**src/rtl/hazard_control_pkg.sv**
```systemverilog
// hazard_control_pkg: definitions shared by the hazard-control slice.
//   - hc_state_e : hazard FSM state encoding
//   - hc_ctrl_t  : bundle of PC and pipeline-register enables/flushes
//   - NOP_INSN   : instruction a flushed pipeline register loads
package hazard_control_pkg;

  typedef enum logic [1:0] {
    HC_RUN       = 2'd0,
    HC_MEM_WAIT  = 2'd1,
    HC_LU_BUBBLE = 2'd2
  } hc_state_e;

  // addi x0, x0, 0
  localparam logic [31:0] NOP_INSN = 32'h0000_0013;

  typedef struct packed {
    logic pc_we;
    logic pc_redirect;
    logic if_id_en;
    logic id_ex_en;
    logic ex_mem_en;
    logic mem_wb_en;
    logic if_id_flush;
    logic id_ex_flush;
    logic ex_mem_flush;
  } hc_ctrl_t;

  // Free-running pipeline.
  localparam hc_ctrl_t CTRL_RUN = '{
    pc_we: 1'b1, pc_redirect: 1'b0, if_id_en: 1'b1, id_ex_en: 1'b1,
    ex_mem_en: 1'b1, mem_wb_en: 1'b1,
    if_id_flush: 1'b0, id_ex_flush: 1'b0, ex_mem_flush: 1'b0};

  // Whole pipeline frozen behind the data memory.
  localparam hc_ctrl_t CTRL_HOLD = '{
    pc_we: 1'b0, pc_redirect: 1'b0, if_id_en: 1'b0, id_ex_en: 1'b0,
    ex_mem_en: 1'b0, mem_wb_en: 1'b0,
    if_id_flush: 1'b0, id_ex_flush: 1'b0, ex_mem_flush: 1'b0};

  // Load-use: front end holds, a bubble goes into EX/MEM, the load drains.
  localparam hc_ctrl_t CTRL_LOAD_USE = '{
    pc_we: 1'b0, pc_redirect: 1'b0, if_id_en: 1'b0, id_ex_en: 1'b0,
    ex_mem_en: 1'b1, mem_wb_en: 1'b1,
    if_id_flush: 1'b0, id_ex_flush: 1'b0, ex_mem_flush: 1'b1};

  // Redirect: PC takes the target, the two wrong-path slots are squashed.
  localparam hc_ctrl_t CTRL_REDIRECT = '{
    pc_we: 1'b1, pc_redirect: 1'b1, if_id_en: 1'b1, id_ex_en: 1'b1,
    ex_mem_en: 1'b1, mem_wb_en: 1'b1,
    if_id_flush: 1'b1, id_ex_flush: 1'b1, ex_mem_flush: 1'b0};

endpackage

```
**src/rtl/hazard_timeout_ctr.sv**
```systemverilog
// hazard_timeout_ctr: counts consecutive data-memory wait cycles, saturating
// at MEM_TIMEOUT.
//   clk, rst  : clock, synchronous active-high reset
//   clr       : return the count to zero (wins over inc)
//   inc       : count one more wait cycle
//   at_limit  : count has reached MEM_TIMEOUT
module hazard_timeout_ctr
  import hazard_control_pkg::*;
#(
  parameter int MEM_TIMEOUT = 255,
  parameter int TO_W        = 8
) (
  input  logic clk,
  input  logic rst,
  input  logic clr,
  input  logic inc,
  output logic at_limit
);

  localparam logic [TO_W-1:0] LIMIT = TO_W'(MEM_TIMEOUT);

  logic [TO_W-1:0] count;

  // NOTE: state registers use non-blocking assignments so every flop samples
  // pre-edge values regardless of process evaluation order.
  always_ff @(posedge clk) begin
    if (rst || clr) begin
      count <= '0;
    end else if (inc && (count != LIMIT)) begin
      count <= count + 1'b1;
    end
  end

  assign at_limit = (count == LIMIT);

endmodule

```
**src/rtl/hazard_control.sv**
```systemverilog
// hazard_control: pipeline-control end of the EX forwarding path.
// Turns load-use stalls, EX redirects and MEM data-memory handshakes into
// PC / IF-ID / ID-EX / EX-MEM / MEM-WB enables and flushes.
//   inputs : clk, rst (sync, active-high), fwd_stall, ex_branch_taken,
//            ex_branch_target, mem_dmem_req, dmem_ready
//   outputs: pc_we, pc_redirect, redirect_pc, *_en, *_flush, mem_timeout
// Build option HAZARD_PERF_CNT_EN adds perf_mem_wait_cycles, perf_lu_bubbles
// and perf_redirects (32-bit wrapping counters).
module hazard_control
  import hazard_control_pkg::*;
#(
  parameter int XLEN        = 32,
  parameter int MEM_TIMEOUT = 255,
  parameter int TO_W        = 8
) (
  input  logic            clk,
  input  logic            rst,
  input  logic            fwd_stall,
  input  logic            ex_branch_taken,
  input  logic [XLEN-1:0] ex_branch_target,
  input  logic            mem_dmem_req,
  input  logic            dmem_ready,
  output logic            pc_we,
  output logic            pc_redirect,
  output logic [XLEN-1:0] redirect_pc,
  output logic            if_id_en,
  output logic            id_ex_en,
  output logic            ex_mem_en,
  output logic            mem_wb_en,
  output logic            if_id_flush,
  output logic            id_ex_flush,
  output logic            ex_mem_flush,
  output logic            mem_timeout
`ifdef HAZARD_PERF_CNT_EN
  ,
  output logic [31:0]     perf_mem_wait_cycles,
  output logic [31:0]     perf_lu_bubbles,
  output logic [31:0]     perf_redirects
`endif
);

  hc_state_e       state_q, state_d;
  hc_ctrl_t        ctrl;
  logic            pend_valid_q;
  logic [XLEN-1:0] pend_target_q;
  logic            timeout_q;
  logic            at_limit;

  logic mem_wait;
  logic lu_event;
  logic redir_ok;
  logic redir_event;
  logic take_pending;

  // Event decode shared by next-state and output logic. The cycle that leaves
  // MEM_WAIT only restarts the pipeline: the EX instruction is still the one
  // held during the wait, so its branch is already in the pending register.
  assign mem_wait     = mem_dmem_req & ~dmem_ready;
  assign lu_event     = ~mem_wait & (state_q == HC_RUN) & fwd_stall;
  assign redir_ok     = ~mem_wait & ((state_q == HC_LU_BUBBLE) ||
                                     ((state_q == HC_RUN) && !fwd_stall));
  // A deferred redirect outranks (and discards) a live one: the live branch is
  // a stale repeat of the instruction that was already latched.
  assign take_pending = redir_ok & pend_valid_q;
  assign redir_event  = redir_ok & (pend_valid_q | ex_branch_taken);

  hazard_timeout_ctr #(
    .MEM_TIMEOUT (MEM_TIMEOUT),
    .TO_W        (TO_W)
  ) u_timeout (
    .clk      (clk),
    .rst      (rst),
    .clr      (~mem_wait),
    .inc      (mem_wait),
    .at_limit (at_limit)
  );

  // State register plus pending-redirect and sticky timeout state.
  always_ff @(posedge clk) begin
    if (rst) begin
      state_q       <= HC_RUN;
      pend_valid_q  <= 1'b0;
      pend_target_q <= '0;
      timeout_q     <= 1'b0;
    end else begin
      state_q   <= state_d;
      timeout_q <= timeout_q | at_limit;
      if (mem_wait && ex_branch_taken) begin
        pend_valid_q  <= 1'b1;
        pend_target_q <= ex_branch_target;
      end else if (take_pending) begin
        pend_valid_q  <= 1'b0;
      end
    end
  end

  // Next state: LU_BUBBLE and the MEM_WAIT exit cycle both fall back to RUN.
  always_comb begin
    if (mem_wait) begin
      state_d = HC_MEM_WAIT;
    end else if (lu_event) begin
      state_d = HC_LU_BUBBLE;
    end else begin
      state_d = HC_RUN;
    end
  end

  // Outputs. Reset forces the idle values in the same cycle it is asserted.
  always_comb begin
    // NOTE: every output gets a default before the if-chain so no path leaves
    // a value unassigned and no latch is inferred.
    ctrl        = CTRL_RUN;
    redirect_pc = '0;
    if (rst) begin
      ctrl = CTRL_RUN;
    end else if (mem_wait) begin
      ctrl = CTRL_HOLD;
    end else if (lu_event) begin
      ctrl = CTRL_LOAD_USE;
    end else if (redir_event) begin
      ctrl        = CTRL_REDIRECT;
      redirect_pc = pend_valid_q ? pend_target_q : ex_branch_target;
    end
  end

  assign {pc_we, pc_redirect, if_id_en, id_ex_en, ex_mem_en, mem_wb_en,
          if_id_flush, id_ex_flush, ex_mem_flush} = ctrl;

  // Flag shows in the cycle the count reaches the limit, then sticks.
  assign mem_timeout = ~rst & (timeout_q | at_limit);

`ifdef HAZARD_PERF_CNT_EN
  always_ff @(posedge clk) begin
    if (rst) begin
      perf_mem_wait_cycles <= '0;
      perf_lu_bubbles      <= '0;
      perf_redirects       <= '0;
    end else begin
      if (mem_wait)    perf_mem_wait_cycles <= perf_mem_wait_cycles + 32'd1;
      if (lu_event)    perf_lu_bubbles      <= perf_lu_bubbles + 32'd1;
      if (redir_event) perf_redirects       <= perf_redirects + 32'd1;
    end
  end
`endif

endmodule

```
**config.mk**
```make
export PLATFORM = sky130hd
export DESIGN_NAME = hazard_control
export DESIGN_NICKNAME = d
export VERILOG_FILES = /design/src/rtl/hazard_control_pkg.sv /design/src/rtl/hazard_timeout_ctr.sv /design/src/rtl/hazard_control.sv
export SDC_FILE = /design/constraint.sdc
export NUM_CORES = 1
export LEC_CHECK = 0
export CAP_MARGIN = 20
export CORE_MARGIN = 1
export CORE_UTILIZATION = 46
export CTS_BUF_LIST = sky130_fd_sc_hd__clkbuf_16
export DETAILED_ROUTE_END_ITERATION = 16
export GPL_TIMING_DRIVEN = 0
export PLACE_DENSITY = 0.83
export SLEW_MARGIN = 15
export SYNTH_ARGS = -nofsm -noshare
export SYNTH_HDL_FRONTEND = slang
export SYNTH_SLANG_ARGS = --single-unit
```
**constraint.sdc**
```tcl
create_clock -name clk -period 2 [get_ports clk]
set_input_delay 0.4 -clock clk [delete_from_list [all_inputs] [get_ports clk]]
set_output_delay 0.4 -clock clk [all_outputs]
set_load 0.01 [all_outputs]
```
### After elaboration in Yosys (flattened, before gate mapping)

Index checks and enable logic that the tools add are counted.

* flip-flop bits (word level): 44
* bits in latches: 0
* bits in writable memories: 0
* bits in read-only memories: 0
* bits of input ports: 38
* output and inout bits: 42
* word-level logic and storage cells: 44
* memories kept: 0

* add/subtract/negate cells: 1
* multiply operators: 0
* div/mod/pow operators: 0
* order comparisons: 0
* equal/unequal tests: 3
* shift-type cells: 0
* multiplexer cells: 13
* bitwise operators: 12
* reduce and logical (&&, ||, !) cells: 9

Operators by type and width (count)
* 2-to-1 mux 32 bit: 5
* 2-to-1 mux 9 bit: 3
* adder 8 x 1 -> 8 bit (second input constant): 1
* equality test 8 bit (second input constant): 1
* 2-to-1 mux 8 bit: 1
* != test 8 bit (second input constant): 1
* bitwise AND 1 bit: 7
* logical AND 1 bit: 3
* 2-to-1 mux 1 bit: 3
* inverter 1 bit: 3
* equality test 2 bit (second input constant): 1
* zero test 2 bit: 1
* logical OR 1 bit: 2
* 2-to-1 mux 2 bit: 1
* OR 1 bit: 2
* nonzero test 2 bit: 1
* OR reduction 2 bit: 1
* zero test 1 bit: 1

### Longest topological paths before layout

* depth after elaboration: 9
* mapped depth: 6
* gate-level depth less buffers: 4

### By module

From an unflattened synthesis, not the netlist that was laid out.

* cells, all modules: 288
* area, all modules: 2269.7 sq um

Modules (own cells, without submodules)
* hazard_control: times used 1, cells each 239, area an instance 1844.3 sq um, sequential area each 720.7 sq um
* hazard_timeout_ctr: times used 1, cells each 49, area an instance 425.4 sq um, sequential area each 160.2 sq um

### Least setup slack after synthesis

OpenSTA, ideal clock, no wires.

* path kind: input to output
* start: input rst
* end: output if_id_flush
* arrival time: 1622 ps
* data required time: 1600 ps
* slack: -22 ps
* stages on the path: 6
* buffers on the path: 4
* path through: buf_2 or3_1 buf_6 buf_6 nor2_1 buf_4

* cells in the longest elaborated chain, start to end: 1

RTL lines
* from (decl): RTL line hazard_control.sv:17 `input logic rst,`
* 2-to-1 mux 9 bit: RTL line hazard_control.sv:114 `if (rst) begin`
* to (decl): RTL line hazard_control.sv:30 `output logic if_id_flush,`

Every way passes these cells.

### Worst setup path in the final report

* start: input mem_dmem_req
* end: output redirect_pc[27]

* cells in the longest elaborated chain, start to end: 8
* elaborated cells between the ends (all ways): 10
* those cells by class: mux (4); bitwise (6)

RTL lines
* from (decl): RTL line hazard_control.sv:21 `input logic mem_dmem_req,`
* bitwise AND 1 bit (*): RTL line hazard_control.sv:58 `assign mem_wait = mem_dmem_req & ~dmem_ready;`
* inverter 1 bit: RTL line hazard_control.sv:59, hazard_control.sv:60
* bitwise AND 1 bit: RTL line hazard_control.sv:60 `assign redir_ok = ~mem_wait & ((state_q == HC_LU_BUBBLE) ||`
* bitwise AND 1 bit: RTL line hazard_control.sv:65 `assign redir_event = redir_ok & (pend_valid_q | ex_branch_taken);`
* 2-to-1 mux 32 bit: RTL line hazard_control.sv:120 `end else if (redir_event) begin`
* 2-to-1 mux 32 bit: RTL line hazard_control.sv:118 `end else if (lu_event) begin`
* 2-to-1 mux 32 bit (*): RTL line hazard_control.sv:116 `end else if (mem_wait) begin`
* 2-to-1 mux 32 bit (*): RTL line hazard_control.sv:114
* to (decl): RTL line hazard_control.sv:25 `output logic [XLEN-1:0] redirect_pc,`

Mark *: on every way between the ends. The rest lies on a longest branch, timed or not.

==> impl_metrics.json <==
{
  "yosysMostFrequentCell": "nand2_1",
  "drtAntennaViolNets": 0,
  "synth.distinct_cells": 34,
  "ys_seq_area_share_pct": 37.0,
  "crit_fanout": 7,
  "netlist.area_leader.share_pct": 37.0,
  "clkLatencyLatePin_ps": 280,
  "wl_mm": 7.28,
  "grt_pass1_vias": 2356,
  "clock.fmax_ghz": 0.484,
  "crit_slowest_cell": "or3_4",
  "die_area_um2": 5470,
  "vias": 2504,
  "core_area_um2": 4850,
  "synth_cells": 286,
  "areaGrowthSynthToFinish_pct": 56.3,
  "slowest_delay_ps": 400,
  "slew_violations": 0,
  "firstDrtPassIters": 4,
  "wl_per_cell_um": 16.1,
  "crit_path_end_kind": "primary output",
  "hpwl_mm": 4.28,
  "synth_seq_cells": 44,
  "ys_top_cells_by_area": "dfxtp_1 37%, mux2i_1 13%, nor3_2 11%, nand2_1 10%, a21oi_1 8.2%",
  "first_iter_violations": 167,
  "grt_max_degree": 13,
  "grtUsageTotal_pct": 25.6,
  "yosys_warnings": 0,
  "cts_tree": "yes",
  "p_leak_nw": 1.48,
  "hold_viol": 0,
  "setup-violations-final": 12,
  "viasPerCell": 5.55,
  "synth_ff_type": "dfxtp_1",
  "crit_arrival_ps": 1670,
  "violations": "setup timing",
  "path_clk_slew_ps": 60,
  "portBuffers": 79,
  "avgSynthCellArea_um2": 8.33,
  "htreeDepth": 2,
  "cts_sinks": 44,
  "nets": 422,
  "crit_chain": "buf_8 > nor2b_4 > or3_4 > buf_12 > buf_12 > buf_6 > nor3_2 > buf_2",
  "critPathKind": "in2out",
  "fin_worst_skew_ps": 1.15,
  "period_needed_ps": 2070,
  "final_core_util_pct": 76.7,
  "overflow": 0,
  "grt_pass1_wl_mm": 10.8,
  "syn_nets": 325,
  "synth-edff-count": 0,
  "diodes": 0,
  "drv_cap": 0,
  "initial_utilization_pct": 49.1,
  "cts-root-buf": "clkbuf_16",
  "async_reset_ff_share_pct": 0,
  "cpMostUsedCell": "buf_12",
  "worst_slew_pin_slew_ps": 517,
  "status": "finished with violations",
  "hp-class": "in2reg",
  "cts_buffers": 5,
  "hold_slack_ps": 382,
  "ir_worst_vdd_mv": 0.454,
  "synth_top_cell_by_area": "dfxtp_1",
  "final_layout_size_suffix_gt1_share_pct": 34.6,
  "power_density_nw_per_um2": 593,
  "ctsLongestPathBuffers": 2,
  "std_cell_rows": 25,
  "place.gp.congestion": 0.871,
  "setup_slack_ps": -65.0,
  "slew_headroom_pct": 65.5,
  "required_ps": 1600,
  "drc_errors": 0,
  "synth_common_cells": "66 x nand2_1, 44 x dfxtp_1, 39 x a21oi_1",
  "num_io_pins": 80,
  "die_w_um": 73.9,
  "rsz0062_at_grt": "true",
  "die_h_um": 73.9,
  "cts_hold_buf": 0,
  "cp-start-kind": "primary input",
  "finalCritPeriodShare_pct": 103,
  "antenna_found_initial": 0,
  "syn-cell-area_um2": 2380
}
[layout by cell type (no fill, tap or decap), drive strengths merged]
master / netlist / final
buf: 18 / 69
nand2: 66 / 66
dfxtp: 44 / 44
a21oi: 39 / 39
nor3: 35 / 35
clkdlybuf4s50: 0 / 33
mux2i: 32 / 32
clkbuf: 11 / 15
nor2: 8 / 8
dlygate4sd2: 0 / 6
nand3: 5 / 5
o21ai: 5 / 5
inv: 1 / 3
nor2b: 2 / 2
or3: 2 / 2
and3: 2 / 2
nand2b: 1 / 1
nor3b: 1 / 1
and4: 1 / 1
o21bai: 1 / 1
and3b: 1 / 1
nand3b: 1 / 1
o31ai: 1 / 1
nand4: 1 / 1
o311ai: 1 / 1
o41ai: 1 / 1
or4b: 1 / 1
o211a: 1 / 1
a211oi: 1 / 1
a31oi: 1 / 1
a21boi: 1 / 1
ha: 1 / 1
clkinv: 0 / 1
bufbuf: 0 / 1
[registers in the layout (all words and copies together), names as in the netlist]
name             count
pend_target_q       32
pend_valid_q         1
state_q              2
timeout_q            1
u_timeout.count      8
[final timing paths]
| check | slack (ps) | endpoint | cells past startpoint | startpoint |
|---|---|---|---|---|
| hold / removal | 380 | state_q[0] | 2 | rst |
| setup / recovery | -70 | redirect_pc[27] | 8 | mem_dmem_req |
| hold reg to reg | 450 | pend_target_q[27] | 2 | pend_target_q[27] |
| setup reg to reg | 640 | u_timeout.count[6] | 4 | u_timeout.count[1] |
[cell type report]
class | instances | area, µm²
timing repair buffer | 93 | 803
clock buffer | 5 | 125
fill | 307 | 1130
inverter | 1 | 3.75
sequential | 44 | 883
clock inverter | 3 | 11.3
tap | 67 | 83.8
multi-input combinational | 212 | 1560
buffer | 26 | 250
[worst max-delay path, delay by kind of cell]
family	cells	cell delay (ps)
buffers and inverters	5	650
AND/OR/NAND/NOR	3	590
[repair_timing]
action | CTS | global route
pin swaps | 9 | 20
resized for setup | 209 | 42
setup buffers | 6 | 3
setup endpoints to repair | 42 | 33
gates cloned | 4 | 1
endpoints found under the hold margin | 0 | 0
[power breakdown]
group          leakage, nW  internal [W]  total (W)  switching (W)
Clock               0.0738      0.000449   0.000771       0.000322
Sequential           0.358      0.000902   0.000918      0.0000161
Combinational         1.05      0.000263   0.000517       0.000254
Total                 1.48       0.00161    0.00221       0.000592
[cells by family (layout without fill, tap and decap cells)]
logic type               Yosys count  in the layout  share of synthesized area, %
AO/OA/AOI/OAI                     52             52                          11.9
adder cells (fa/ha/maj)            1              1                         0.525
flip-flops                        44             44                          37.0
multiplexers                      32             32                          13.5
AND/OR/NAND/NOR                  127            127                          29.8
buffers and inverters             30            128                          7.25
[metal layers]
| metal | vias to the layer above | global-route usage (%) | part of all wire (%) |
|---|---|---|---|
| met5 | - | 0 | 0 |
| met1 | 1185 | 30.2 | 40 |
| li1 | 1189 | - | - |
| met3 | 13 | 4.74 | 6.1 |
| met2 | 117 | 46.6 | 52 |
| met4 | 0 | 8.12 | 1.5 |
[stage by stage]
stage	TNS, ps	setup slack, ps	instance area (µm²)	total power, W	cells
4_1_cts	-818	-66.1	3480	0.00213	448
6_report	-390	-65.0	3720	0.00221	451
5_1_grt	-1110	-122	3720	0.00229	451
3_3_place_gp	-33250	-917	3260	0.00131	432
2_1_floorplan	0	65.1	2380	0.00114	286
3_5_place_dp	-33820	-937	3260	0.00132	432
Power figures use the tool's default switching activity.
